$ cat src/rtl/seq_detea.sv
// Moore detector for serial pattern 1-0-0-0-1 (first bit first), overlapping hits count.
// Latency: dout rises on the edge that samples the final '1' and holds exactly one cycle.
// Backpressure: none; one bit is consumed every rising clk edge.
//
// Ports:
//   clk   in   1  rising-edge clock
//   clr   in   1  asynchronous active-high reset, forces S0
//   din   in   1  serial data bit
//   dout  out  1  detect flag, high only in S5
//   stat  out  3  current state code (S0=0 .. S5=5)
module seq_detea (
  input  logic       clk,
  input  logic       clr,
  input  logic       din,
  output logic       dout,
  output logic [2:0] stat
);

  typedef enum logic [2:0] {
    S0 = 3'd0,  // idle / no prefix
    S1 = 3'd1,  // "1"
    S2 = 3'd2,  // "10"
    S3 = 3'd3,  // "100"
    S4 = 3'd4,  // "1000"
    S5 = 3'd5   // "10001" detected
  } state_t;

  state_t state;
  state_t state_nxt;

  always_ff @(posedge clk or posedge clr) begin
    if (clr) begin
      state <= S0;
    end else begin
      state <= state_nxt;
    end
  end

  always_comb begin
    state_nxt = S0;
    case (state)
      S0:      state_nxt = din ? S1 : S0;
      S1:      state_nxt = din ? S1 : S2;
      S2:      state_nxt = din ? S1 : S3;
      S3:      state_nxt = din ? S1 : S4;
      S4:      state_nxt = din ? S5 : S0;
      // The trailing '1' of a hit is also the leading '1' of the next
      // candidate, so a following '0' already means "10".
      S5:      state_nxt = din ? S1 : S2;
      // Codes 6 and 7 are unreachable in normal operation; recover to idle.
      default: state_nxt = S0;
    endcase
  end

  // Outputs decode the state register only: no din-to-dout path.
  assign stat = state;
  assign dout = (state == S5);

endmodule

$ cat config.mk
export PLATFORM = sky130hd
export DESIGN_NAME = seq_detea
export DESIGN_NICKNAME = d
export VERILOG_FILES = /design/src/rtl/seq_detea.sv
export SDC_FILE = /design/constraint.sdc
export NUM_CORES = 1
export LEC_CHECK = 0
export ABC_AREA = 1
export CAP_MARGIN = 20
export CORE_AREA = 2 2 39 41
export CTS_BUF_LIST = sky130_fd_sc_hd__clkbuf_8
export DETAILED_ROUTE_END_ITERATION = 10
export DIE_AREA = 0 0 41 43
export PLACE_DENSITY = 0.33
export SYNTH_ARGS = -nofsm -noshare
export SYNTH_HDL_FRONTEND = slang
export SYNTH_SLANG_ARGS = --single-unit
$ cat constraint.sdc
create_clock -name clk -period 0.9 [get_ports clk]
set_clock_uncertainty 0.05 [all_clocks]
set_input_delay 0.09 -clock clk [delete_from_list [all_inputs] [get_ports clk]]
set_output_delay 0.09 -clock clk [all_outputs]
set_load 0.03 [all_outputs]
==> results of run 1 <==
[worst max-delay path by stage]
stage / from / endpoint / slack (ps) / depth (start not counted)
after global routing: stat[1]$_DFF_PP0_ / dout / -160 / 2
after global placement: din / stat[0]$_DFF_PP0_ / -90 / 3
final: stat[0]$_DFF_PP0_ / dout / -120 / 3
after floorplan: stat[0]$_DFF_PP0_ / dout / -20 / 2
after CTS: stat[1]$_DFF_PP0_ / dout / -130 / 2
after detailed placement: din / stat[0]$_DFF_PP0_ / -90 / 3
[power by group through the flow]
stage,Combinational [W],Clock [W],Sequential [W]
after detailed placement,0.000139,0,0.000193
after global routing,0.000223,0.000417,0.000183
after global placement,0.000139,0,0.000191
after floorplan,0.0000527,0,0.000222
final,0.000207,0.000377,0.000180
after CTS,0.000200,0.000390,0.000180
[placed cells by master (no fill, tap or decap)]
cell type / n
sky130_fd_sc_hd__a21boi_2: 1
sky130_fd_sc_hd__buf_4: 5
sky130_fd_sc_hd__buf_6: 3
sky130_fd_sc_hd__clkbuf_8: 3
sky130_fd_sc_hd__clkdlybuf4s50_1: 2
sky130_fd_sc_hd__dfrtp_2: 3
sky130_fd_sc_hd__dlygate4sd3_1: 1
sky130_fd_sc_hd__inv_1: 5
sky130_fd_sc_hd__nand2_1: 4
sky130_fd_sc_hd__nand2_2: 3
sky130_fd_sc_hd__nor2_1: 4
sky130_fd_sc_hd__nor2_2: 1
sky130_fd_sc_hd__nor2_4: 1
sky130_fd_sc_hd__o21ai_1: 1
[cells by family after synthesis]
kind of cell           Yosys count  share of synthesized area
AND/OR/NAND/NOR                 13                      0.333
AO/OA/AOI/OAI                    2                     0.0813
flip-flops                       3                      0.488
buffers and inverters            4                     0.0975
[through the flow]
step           total power (W)  hold WS [ps]
2_1_floorplan         0.000274          -206
3_3_place_gp          0.000330           219
3_5_place_dp          0.000332           216
4_1_cts               0.000770           466
5_1_grt               0.000823           492
6_report              0.000764           463
[worst max-delay path, stage by stage (launching register included)]
cell,delay [ps]
sky130_fd_sc_hd__dfrtp_2,420
sky130_fd_sc_hd__nand2_2,90
sky130_fd_sc_hd__nor2_4,30
sky130_fd_sc_hd__buf_6,130
[per-layer routing]
layer | part of all wire | GRT usage | vias up
li1 | - | - | 94
met1 | 0.46 | 0.0677 | 74
met2 | 0.40 | 0.0656 | 9
met3 | 0.10 | 0.0314 | 2
met4 | 0.036 | 0.100 | 0
met5 | 0 | 0 | -
[area by class of cell]
class | instances | area [µm²] | area share
timing repair buffer | 11 | 101 | 0.296
multi-input combinational | 15 | 82.6 | 0.241
sequential | 3 | 78.8 | 0.230
clock buffer | 3 | 41.3 | 0.120
tap | 16 | 20.0 | 0.0584
inverter | 4 | 15.0 | 0.0438
clock inverter | 1 | 3.75 | 0.0109
[what timing repair did]
item	in CTS	in global routing
hold endpoints to repair	3	0
hold buffers	1	0
gates resized for setup	5	3
setup endpoints to repair	4	7
pin swaps	2	2
buffers inserted	4	0
==> summary by stage, run 1 <==
Setup path
STA classifies the critical path endpoint as an output pin. The critical path startpoint category is a register. The cell count of the worst reg-to-reg path is 4. The worst register-to-register path begins at stat[1]$_DFF_PP0_. The critical path data arrival time is 880 ps.

The register-to-register setup slack is -60 ps. The data required time of the critical path is 760 ps. The capturing point of the worst reg2reg path is stat[2]$_DFF_PP0_. The setup path with the least slack is of type register to output pin. Of all nets on the critical path, the largest fanout is 3.

Global route
Summed over all layers, the global routing overflow is 0. The initial antenna violation count is 0. The via count of the first global-routing pass is between 150 and 200.

The first global-routing pass estimated 627 µm of wire. The overall fraction of global-route tracks in use is 0.0633. Entering global routing, the biggest net connects 5 pins.

Final layout
The proportion of layout cells with a drive suffix above 1 is 0.541. The filler cells instantiated in the layout total 151. The post-layout net count is between 40 and 50. After the flow finishes, the layout carries non-filler instances totaling 53. The repair_antennas step left the layout with diodes totalling 0. The flip-flop count of the largest register after layout is 3.

The post-route cell area is 343 µm². The area growth from synthesis to layout is 123%. Once layout is complete, the utilization of the core stands at 0.248.

Yosys
The share of synthesized flip-flops with an asynchronous set or reset is 1.00. Counting every net in the synthesized netlist gives 25. The post-synthesis area per instance is 7.00 µm². The register area share after synthesis is 0.488. The cell area that synthesis handed to floorplanning was 154 µm². After synthesis the netlist holds a flip-flop and latch count of 3. The number of distinct library cell variants in the gate-level netlist after synthesis is 7. Yosys attributes the largest share of cell area to sky130_fd_sc_hd__dfrtp_1 (49%), sky130_fd_sc_hd__nand2_1 (15%), sky130_fd_sc_hd__nor2_1 (15%).

In the synthesized netlist the dominant register cell turns out to be sky130_fd_sc_hd__dfrtp_1. After synthesis, the most frequently instantiated cells are sky130_fd_sc_hd__nand2_1 (6), sky130_fd_sc_hd__nor2_1 (6), sky130_fd_sc_hd__inv_1 (4), sky130_fd_sc_hd__dfrtp_1 (3). The number of synthesized flops with an enable pin is 0. After technology mapping, the gate count stands at 22. The share of synthesized area in the top cell type comes to 0.488. Yosys printed 0 warnings. Of all cell types, the one taking the most synthesized area is sky130_fd_sc_hd__dfrtp_1.

Route
The mean number of vias per cell is 3.38. The violation count after the first detailed-route iteration is 1. The average wire per standard cell is ~7.8 µm. After detailed routing, the total wire length is 411 µm.

The post-route DRC violation count is 0. The first-pass detailed-route iteration total is 2. The remaining antenna violation count is 0. The via count is 179.

Clock tree
The total clock sinks is 3. CTS built an H-tree with a depth of 1. The insertion delay to the later sink of the worst-skew pair is 210 ps. TritonCTS created 3 clock buffers. The clock root buffer is sky130_fd_sc_hd__clkbuf_8. The clock tree from TritonCTS is built. After clock tree synthesis, the clock-pin slew on the worst setup and hold paths is 30 ps.

No sink is reached through more buffers than the 2 on the longest clock path.

Floorplan
The die boundary height is 43 µm. The die span in x is 41 µm. The total area inside the core boundary comes to 1380 µm². The die covers 1760 µm². Row generation in the floorplan step produced 14 rows. 7 I/O pins were placed. For this configuration, the core starts out at a cell density of 0.111.

Power
The switching component of the power is approximately 0.00022 W. The switching power share of the total is 0.285. The analysis attributes to cell leakage a power of 0.171 nW. The power density normalized to cell area is around 2200 nW/µm². The share of total power dissipated in sequential elements is 0.236. The combinational cell fraction of total power is 0.270. The part of the power in the clock network is 0.494. The maximum VDD drop is 0.876 mV. Cell internal power was estimated by the tool at 0.000546 W.

Timing
The final period demand of the worst path is 1020 ps. After routing, the total negative slack on setup checks comes to -305 ps. Dividing the final minimum period by the clock period gives 1.14. The max-slew violation count is 0.

The final worst slack is -124 ps. The worst slew margin relative to its limit is 0.927. Setup repair after global routing could not meet its margin everywhere. At the pin with the least slew margin, the transition time is 109 ps.

The count of endpoints failing hold in the final timing report came to 0. Setup violations remaining at the end of the flow were counted as 7. For this run, the top clock speed supported by timing is 977 MHz.

Run status
The checks that failed: setup timing. The flow ran to the end, but the final reports show violations.

Placed design
Once detailed placement completed, the half-perimeter wirelength came to 271 µm. During placement, the flow inserted port buffers numbering 6. Counting tap cells, the placed design contains a total of 44 instances.

The congestion estimate from routability-driven global placement came to approximately 0.56. The total placed instance area is 238 µm². OpenSTA, run right after detailed placement, puts the worst setup slack at -93.0 ps.

Flow run
The number of violations of the max-capacitance limit is 0.

Worst hold path
The hold-critical path endpoint is stat[0]$_DFF_PP0_. In this run the worst hold path is classified as primary input to register. In this run the most critical hold path is launched from din. Counting instances, the worst hold path has a depth of 3.
No activity file was read; power rests on OpenSTA's default activity.
==> run 2, diff against run 1 <==
- GPL_TIMING_DRIVEN: not set -> 0
- HOLD_SLACK_MARGIN: not set -> 0.05
==> run 2 against run 1 <==
Against the previous run:
- setup slack gained 16 ps
- largest power group unchanged
- first-iteration DRC count shrank 100%
- sequential cell count is the same
- the run still ends with setup timing left
- sequential power shrank 2%
- highest routed layer is now met3
==> summary by stage, run 2 (synthesis results as in run 1) <==
Floorplan
The die is 41 µm wide. The placeable core region is roughly 1400 µm². The initial standard-cell utilization of the core is 0.111. The die boundary height is about 43 µm.

The full die area is 1760 µm². The number of cell rows is 14. 7 I/O pins were placed.

Setup path
The critical path data arrival time is 870 ps. The startpoint identified for the worst register-to-register timing path is stat[1]$_DFF_PP0_. The largest stage delay on the critical path is 410 ps. The worst register-to-register path ends at stat[1]$_DFF_PP0_.

Counting buffers and inverters, the worst setup path is 3 cells deep. The critical path endpoint is dout. Walking the worst path, the cells encountered are nand2_2 > nor2_4 > buf_6. Across all register-to-register paths, the minimum setup slack is -30 ps. The cell count of the worst reg-to-reg path is 4. The path type of the worst setup path is register to output pin. STA classifies the critical path startpoint as a register. Among all stages on the critical path, the largest delay is contributed by sky130_fd_sc_hd__dfrtp_2. The count of buffering cells on the critical path with inverters included is 1. The kind of cell adding the most delay to the critical path is flip-flops.

The type of destination of the critical path is an output pin. Of all nets on the critical path, the largest fanout is 4. The data required time of the critical path is 760 ps. The critical path starts at stat[2]$_DFF_PP0_.

Global route
The via count of the first global-routing pass came to 184. Entering global routing, the biggest net connects 6 pins. The total overflow left after global routing is 0. The first-pass GRT wire length is 662 µm. The initial antenna violation count came to 0.

For this run, the total global-route usage over all layers was measured as 0.0602.

Final layout
The flip-flop count of the largest register after layout is 3. The layout overhead on the synthesized area is 108%. The library cells used most frequently in the layout, excluding fill and tap cells, are sky130_fd_sc_hd__inv_1 (5), sky130_fd_sc_hd__nand2_1 (5), sky130_fd_sc_hd__nor2_1 (4), sky130_fd_sc_hd__buf_4 (4). The count of cells in the finished layout, fillers not included, comes to 52. The filler cells instantiated in the layout total 169.

After routing the design area is 320 µm². The post-layout net count is 40. The proportion of layout cells with a drive suffix above 1 is 0.500. The number of antenna repair diodes is 0.

Flow run
The number of violations of the max-capacitance limit is 0.

Route
The count of nets left with antenna violations once routing finished came out at 0. After the first detailed-routing iteration, the DRC count stood at 0. The sum of routed wire length over all layers is 386 µm. The average wire per standard cell is 7.42 µm. The post-route DRC violation count is 0.

The first-pass detailed-route iteration total is 1. The mean number of vias per cell is 3.38. The via count is about 180.

Placed design
The last weighted congestion value of the routability-driven placer is 0.563. The count of buffers inserted at the top-level ports is 6. The HPWL after detailed placement is around 290 µm.

The cell count after placement is 44. The total placed instance area is 248 µm². OpenSTA, run right after detailed placement, puts the worst setup slack at -467 ps.

Worst hold path
The min-delay analysis places its worst path in the category primary input to register.

Timing
Setup violations remaining at the end of the flow were counted as 7. Static timing analysis puts the maximum clock frequency at 992 MHz. The max-slew violation count is 0. For the finished layout, the period the worst path requires is slightly above 1000 ps. Setup repair after global routing could not meet its margin everywhere. The worst slew margin relative to its limit is 0.896.

The final worst-path cycle share is 1.12. The minimum hold slack is 486 ps. The final worst slack is -108 ps.

The count of endpoints failing hold in the final timing report is 0. The actual slew at the worst max-slew pin is 156 ps.

Clock tree
The total clock sinks is 3. Clock-pin slew was measured on the worst setup and hold paths at 30 ps. The number of levels the H-tree was split into is 1. The maximum buffer depth of the clock tree is 2. TritonCTS built the clock tree. The number of buffers added by the clock tree synthesis step is 3. The insertion delay to the later sink of the worst-skew pair is 210 ps. The clock root buffer is sky130_fd_sc_hd__clkbuf_8.

Power
IR analysis of the VDD net gives a maximum drop of 0.628 mV. In this run the static leakage power is 0.162 nW. Power spread over the standard cell area amounts to 2280 nW/µm².

Run status
The checks that failed: setup timing. The flow ran to the end, but the final reports show violations.
## run 2: where the power goes
group | total, W | internal, W | leakage, nW | switching, W
logic | 0.000180 | 0.0000782 | 0.101 | 0.000102
registers | 0.000176 | 0.000157 | 0.0339 | 0.0000190
clock network | 0.000374 | 0.000290 | 0.0269 | 0.0000844
## run 2: worst min path at each step
stage | startpoint | to | slack [ps] | depth (start not counted)
CTS | din | stat[0]$_DFF_PP0_ | 490 | 3
global route | din | stat[0]$_DFF_PP0_ | 520 | 3
detailed placement | clr | stat[1]$_DFF_PP0_ | 240 | 2
global placement | clr | stat[1]$_DFF_PP0_ | 230 | 2
finish | din | stat[0]$_DFF_PP0_ | 490 | 3
floorplan | clr | stat[0]$_DFF_PP0_ | -210 | 1
## run 2: layout make-up
class | instances | area [µm²] | share of cell area
clock inverters | 1 | 3.75 | 0.0117
flip-flops and latches | 3 | 78.8 | 0.246
clock buffers | 3 | 41.3 | 0.129
well taps | 16 | 20.0 | 0.0625
multi-input cells | 15 | 80.1 | 0.250
inverters | 4 | 15.0 | 0.0469
repair buffers | 10 | 81.3 | 0.254
## run 2: tightest hold or removal path: stages
cell	delay (ps)
sky130_fd_sc_hd__clkdlybuf4s50_1	450
sky130_fd_sc_hd__inv_1	110
sky130_fd_sc_hd__a21boi_2	60
## run 2: what timing repair did
| item | in CTS | in global routing |
|---|---|---|
| buffers inserted | 3 | 0 |
| hold buffers | 1 | 0 |
| hold endpoints to repair | 3 | 0 |
| pin swaps | 2 | 0 |
| gates resized for setup | 27 | 0 |
| setup endpoints to repair | 4 | 7 |
## run 2: layer usage
| metal | GRT usage | wire, µm |
|---|---|---|
| met2 | 0.0875 | 181 |
| met1 | 0.0547 | 151 |
| met5 | 0 | 0 |
| met3 | 0.0314 | 53 |
| met4 | 0.0600 | 0 |
## run 2: per-stage QoR
step | util | power [W] | TNS [ps]
CTS | 0.231 | 0.000745 | -370
floorplan | - | 0.000274 | -17.5
finish | 0.231 | 0.000731 | -305
global route | 0.231 | 0.000779 | -540
detailed placement | 0.179 | 0.000338 | -1650
global placement | 0.179 | 0.000337 | -1620
==> run 3, diff against run 2 <==
- ABC_AREA: 1 -> not set
==> run 3 against run 2 <==
Against the previous run:
- the flow still finishes with violations (setup timing)
- routed wire length grew 7.3%
- via count shrank 7.4%
- non-clock buffer count is the same
- count of clock-buffer cells in the layout is the same
- final cell count shrank 17%
- critical path type unchanged
- critical endpoint unchanged
- highest routed layer is now met4
==> summary by stage, run 3 <==
Floorplan
The die boundary height is 43 µm. The die span in x is 41 µm. The initial standard-cell utilization of the core is 0.110. The die covers 1760 µm². In this run the count of I/O pins placed on the die edge is 7. In this run the standard cell core region covers 1380 µm². After floorplanning, the core was divided into 14 placement rows.

Clock tree
In this run, CTS created clock tree buffers numbering 3. The total clock sinks is 3. The clock root buffer is sky130_fd_sc_hd__clkbuf_8. The clock tree from TritonCTS is built. The clock passes through at most 2 buffers. The clock-pin slew on the worst setup and hold paths is 30 ps.

The later pin in the worst-skew pair is clocked with a latency of 210 ps. The number of levels the H-tree was split into is 1.

Setup path
For this run, the slowest stage of the critical path takes 420 ps. The critical path startpoint category is a register. The worst setup path is captured at an output pin. The worst-path maximum fanout is 6.

On the critical path, the stage with the largest delay is an instance of sky130_fd_sc_hd__dfrtp_2. The critical path is of the register to output pin type. The critical path goes through and3b_2 > buf_6.

In this design, the largest share of critical-path delay is due to flip-flops. Data arrives at the worst endpoint at ~1000 ps. The number of buffers and inverters on the critical path is 1. STA puts the critical path data required time at 760 ps.

Yosys
Counting flops with an async set or reset pin after synthesis yields a share of 1.00. The cell area that synthesis handed to floorplanning was 153 µm². Synthesis produced a netlist with a net count of 16. The portion of synthesized cell area occupied by the leading cell type is 0.492. Counting instances in the post-synthesis netlist gives the leading cell types as sky130_fd_sc_hd__dfrtp_1 (3), sky130_fd_sc_hd__or4bb_1 (2). Among all flip-flop cells after synthesis, the most frequent one is sky130_fd_sc_hd__dfrtp_1.

In this run the mean area of a mapped cell was approximately 12 µm². Of all cell types, the one taking the most synthesized area is sky130_fd_sc_hd__dfrtp_1. In the post-synthesis netlist, the biggest area contributors are sky130_fd_sc_hd__dfrtp_1 (49%), sky130_fd_sc_hd__or4bb_1 (15%), sky130_fd_sc_hd__and3b_2 (6.6%).

The number of distinct library cell variants in the gate-level netlist after synthesis is 10. Yosys mapped a number of flops with a built-in enable equal to 0. The synthesis warning total is 0.

The flop and latch count out of synthesis is 3. Synthesis produced 13 cells. Yosys instantiated no cell more often than sky130_fd_sc_hd__dfrtp_1.

Of the synthesized area, sequential elements account for 0.492.

Route
In this run, the number of DRC markers left after iteration 0 of detailed routing was 1. The remaining antenna violation count is 0. The post-route DRC violation count is 0. The average wire per standard cell is 9.63 µm. The sum of routed wire length over all layers is between 400 and 500 µm. For this run, the detailed router's first-pass iteration total came to 2.

After detailed routing, the number of vias per cell comes to 3.79. The via count is 163.

Placed design
At the placement stage, the worst setup path has a slack of -553 ps. Input and output buffers added on the ports amount to 6. The cell count after placement is 35. At the end of routability-driven placement, the weighted congestion stood at 0.535.

In this run the cell area measured after placement is 236 µm².

Final layout
Measured on the finished design, the core utilization comes to 0.233. The number of standard cells in the final layout excluding fillers is 43. The post-layout net count is 31.

The number of fill cells in the layout is around 150. The library cells used most frequently in the layout, excluding fill and tap cells, are sky130_fd_sc_hd__buf_6 (4), sky130_fd_sc_hd__clkbuf_8 (3), sky130_fd_sc_hd__buf_4 (3), sky130_fd_sc_hd__dfrtp_2 (3). Relative to the synthesized area, the layout overhead comes to 111%. The number of antenna repair diodes is 0. The most common cell after layout, fill and taps aside is sky130_fd_sc_hd__buf_6.

The sequential cell area is a little under 80 µm². The register with the most flip-flops in the layout has 3 of them. In the final layout, the share of cells above drive strength 1 is 0.556. The post-route cell area is about 320 µm². The total area of multi-input combinational cells is 77.6 µm².

Timing
The maximum frequency from static timing analysis is between 800 and 900 MHz. The final worst-path cycle share is 1.28. Setup repair after global routing could not meet its margin everywhere.

The max-slew violation count is 0. The final setup violation count is 7. The worst slew margin relative to its limit is 0.900. The actual slew at the worst max-slew pin is 149 ps. The final period demand of the worst path is 1150 ps.

Setup slack on the critical path of the routed design comes to -251 ps. The final total negative setup slack is -1050 ps. The count of endpoints failing hold in the final timing report was 0.

Global route
The via count of the first global-routing pass was 169. The final global-route overflow total is 0. The first global-routing pass estimated about 680 µm of wire. The overall fraction of global-route tracks in use is 0.0663.

The maximum number of pins on one net before global-route repair is 7. The initial antenna violation count came to 0.

Run status
The run finished, with violations left. The checks that failed: setup timing.

Flow run
The number of violations of the max-capacitance limit is 0.

Worst hold path
The classification of the worst-slack hold path is primary input to register.

Power
The power density normalized to cell area is between 2000 and 2500 nW/µm². The static leakage is 0.156 nW. The maximum VDD drop is just under 0.5 mV.
[run 3: where the power goes]
part	internal (W)	switching (W)
logic	0.0000686	0.0000514
registers	0.000149	0.0000154
clock network	0.000290	0.0000865
[run 3: metrics by stage]
stage,hold slack (ps),total power (W)
detailed placement,216,0.000254
global placement,221,0.000255
floorplan,-206,0.000213
finish,436,0.000661
CTS,442,0.000667
global route,466,0.000700
[run 3: layout make-up]
| type | count | area share |
|---|---|---|
| repair buffers | 10 | 0.302 |
| well taps | 16 | 0.0620 |
| inverters | 1 | 0.0116 |
| multi-input cells | 9 | 0.240 |
| clock inverters | 1 | 0.0116 |
| clock buffers | 3 | 0.128 |
| flip-flops and latches | 3 | 0.244 |
[run 3: timing repair]
item,in CTS,in global routing
gates resized for setup,28,1
buffers inserted,3,0
cloned,0,0
endpoints found under the setup margin,6,7
endpoints found under the hold margin,3,0
pin swaps,2,1
hold buffers,1,0
[run 3: kinds of logic after synthesis]
logic type             share of synthesized area
and+or+nand+nor                            0.393
AOI/OAI and AO/OA                         0.0901
buffers and inverters                     0.0246
DFF                                        0.492
[run 3: path summary, 6_finish.rpt]
kind / from / endpoint / slack [ps] / cells past startpoint
setup / recovery: stat[1]$_DFF_PP0_ / dout / -250 / 2
setup reg to reg: stat[1]$_DFF_PP0_ / stat[2]$_DFF_PP0_ / -210 / 2
max in group asynchronous: clr / stat[0]$_DFF_PP0_ / 100 / 3
hold reg to reg: stat[2]$_DFF_PP0_ / stat[0]$_DFF_PP0_ / 450 / 1
min in group asynchronous: clr / stat[1]$_DFF_PP0_ / 560 / 3
hold / removal: din / stat[1]$_DFF_PP0_ / 440 / 2
[run 3: layer usage]
layer,GRT usage,share of wire,up-vias
met5,0,0,-
met4,0.0800,0.051,0
met3,0.0471,0.11,3
met2,0.0656,0.39,10
met1,0.0772,0.44,74
li1,-,-,76
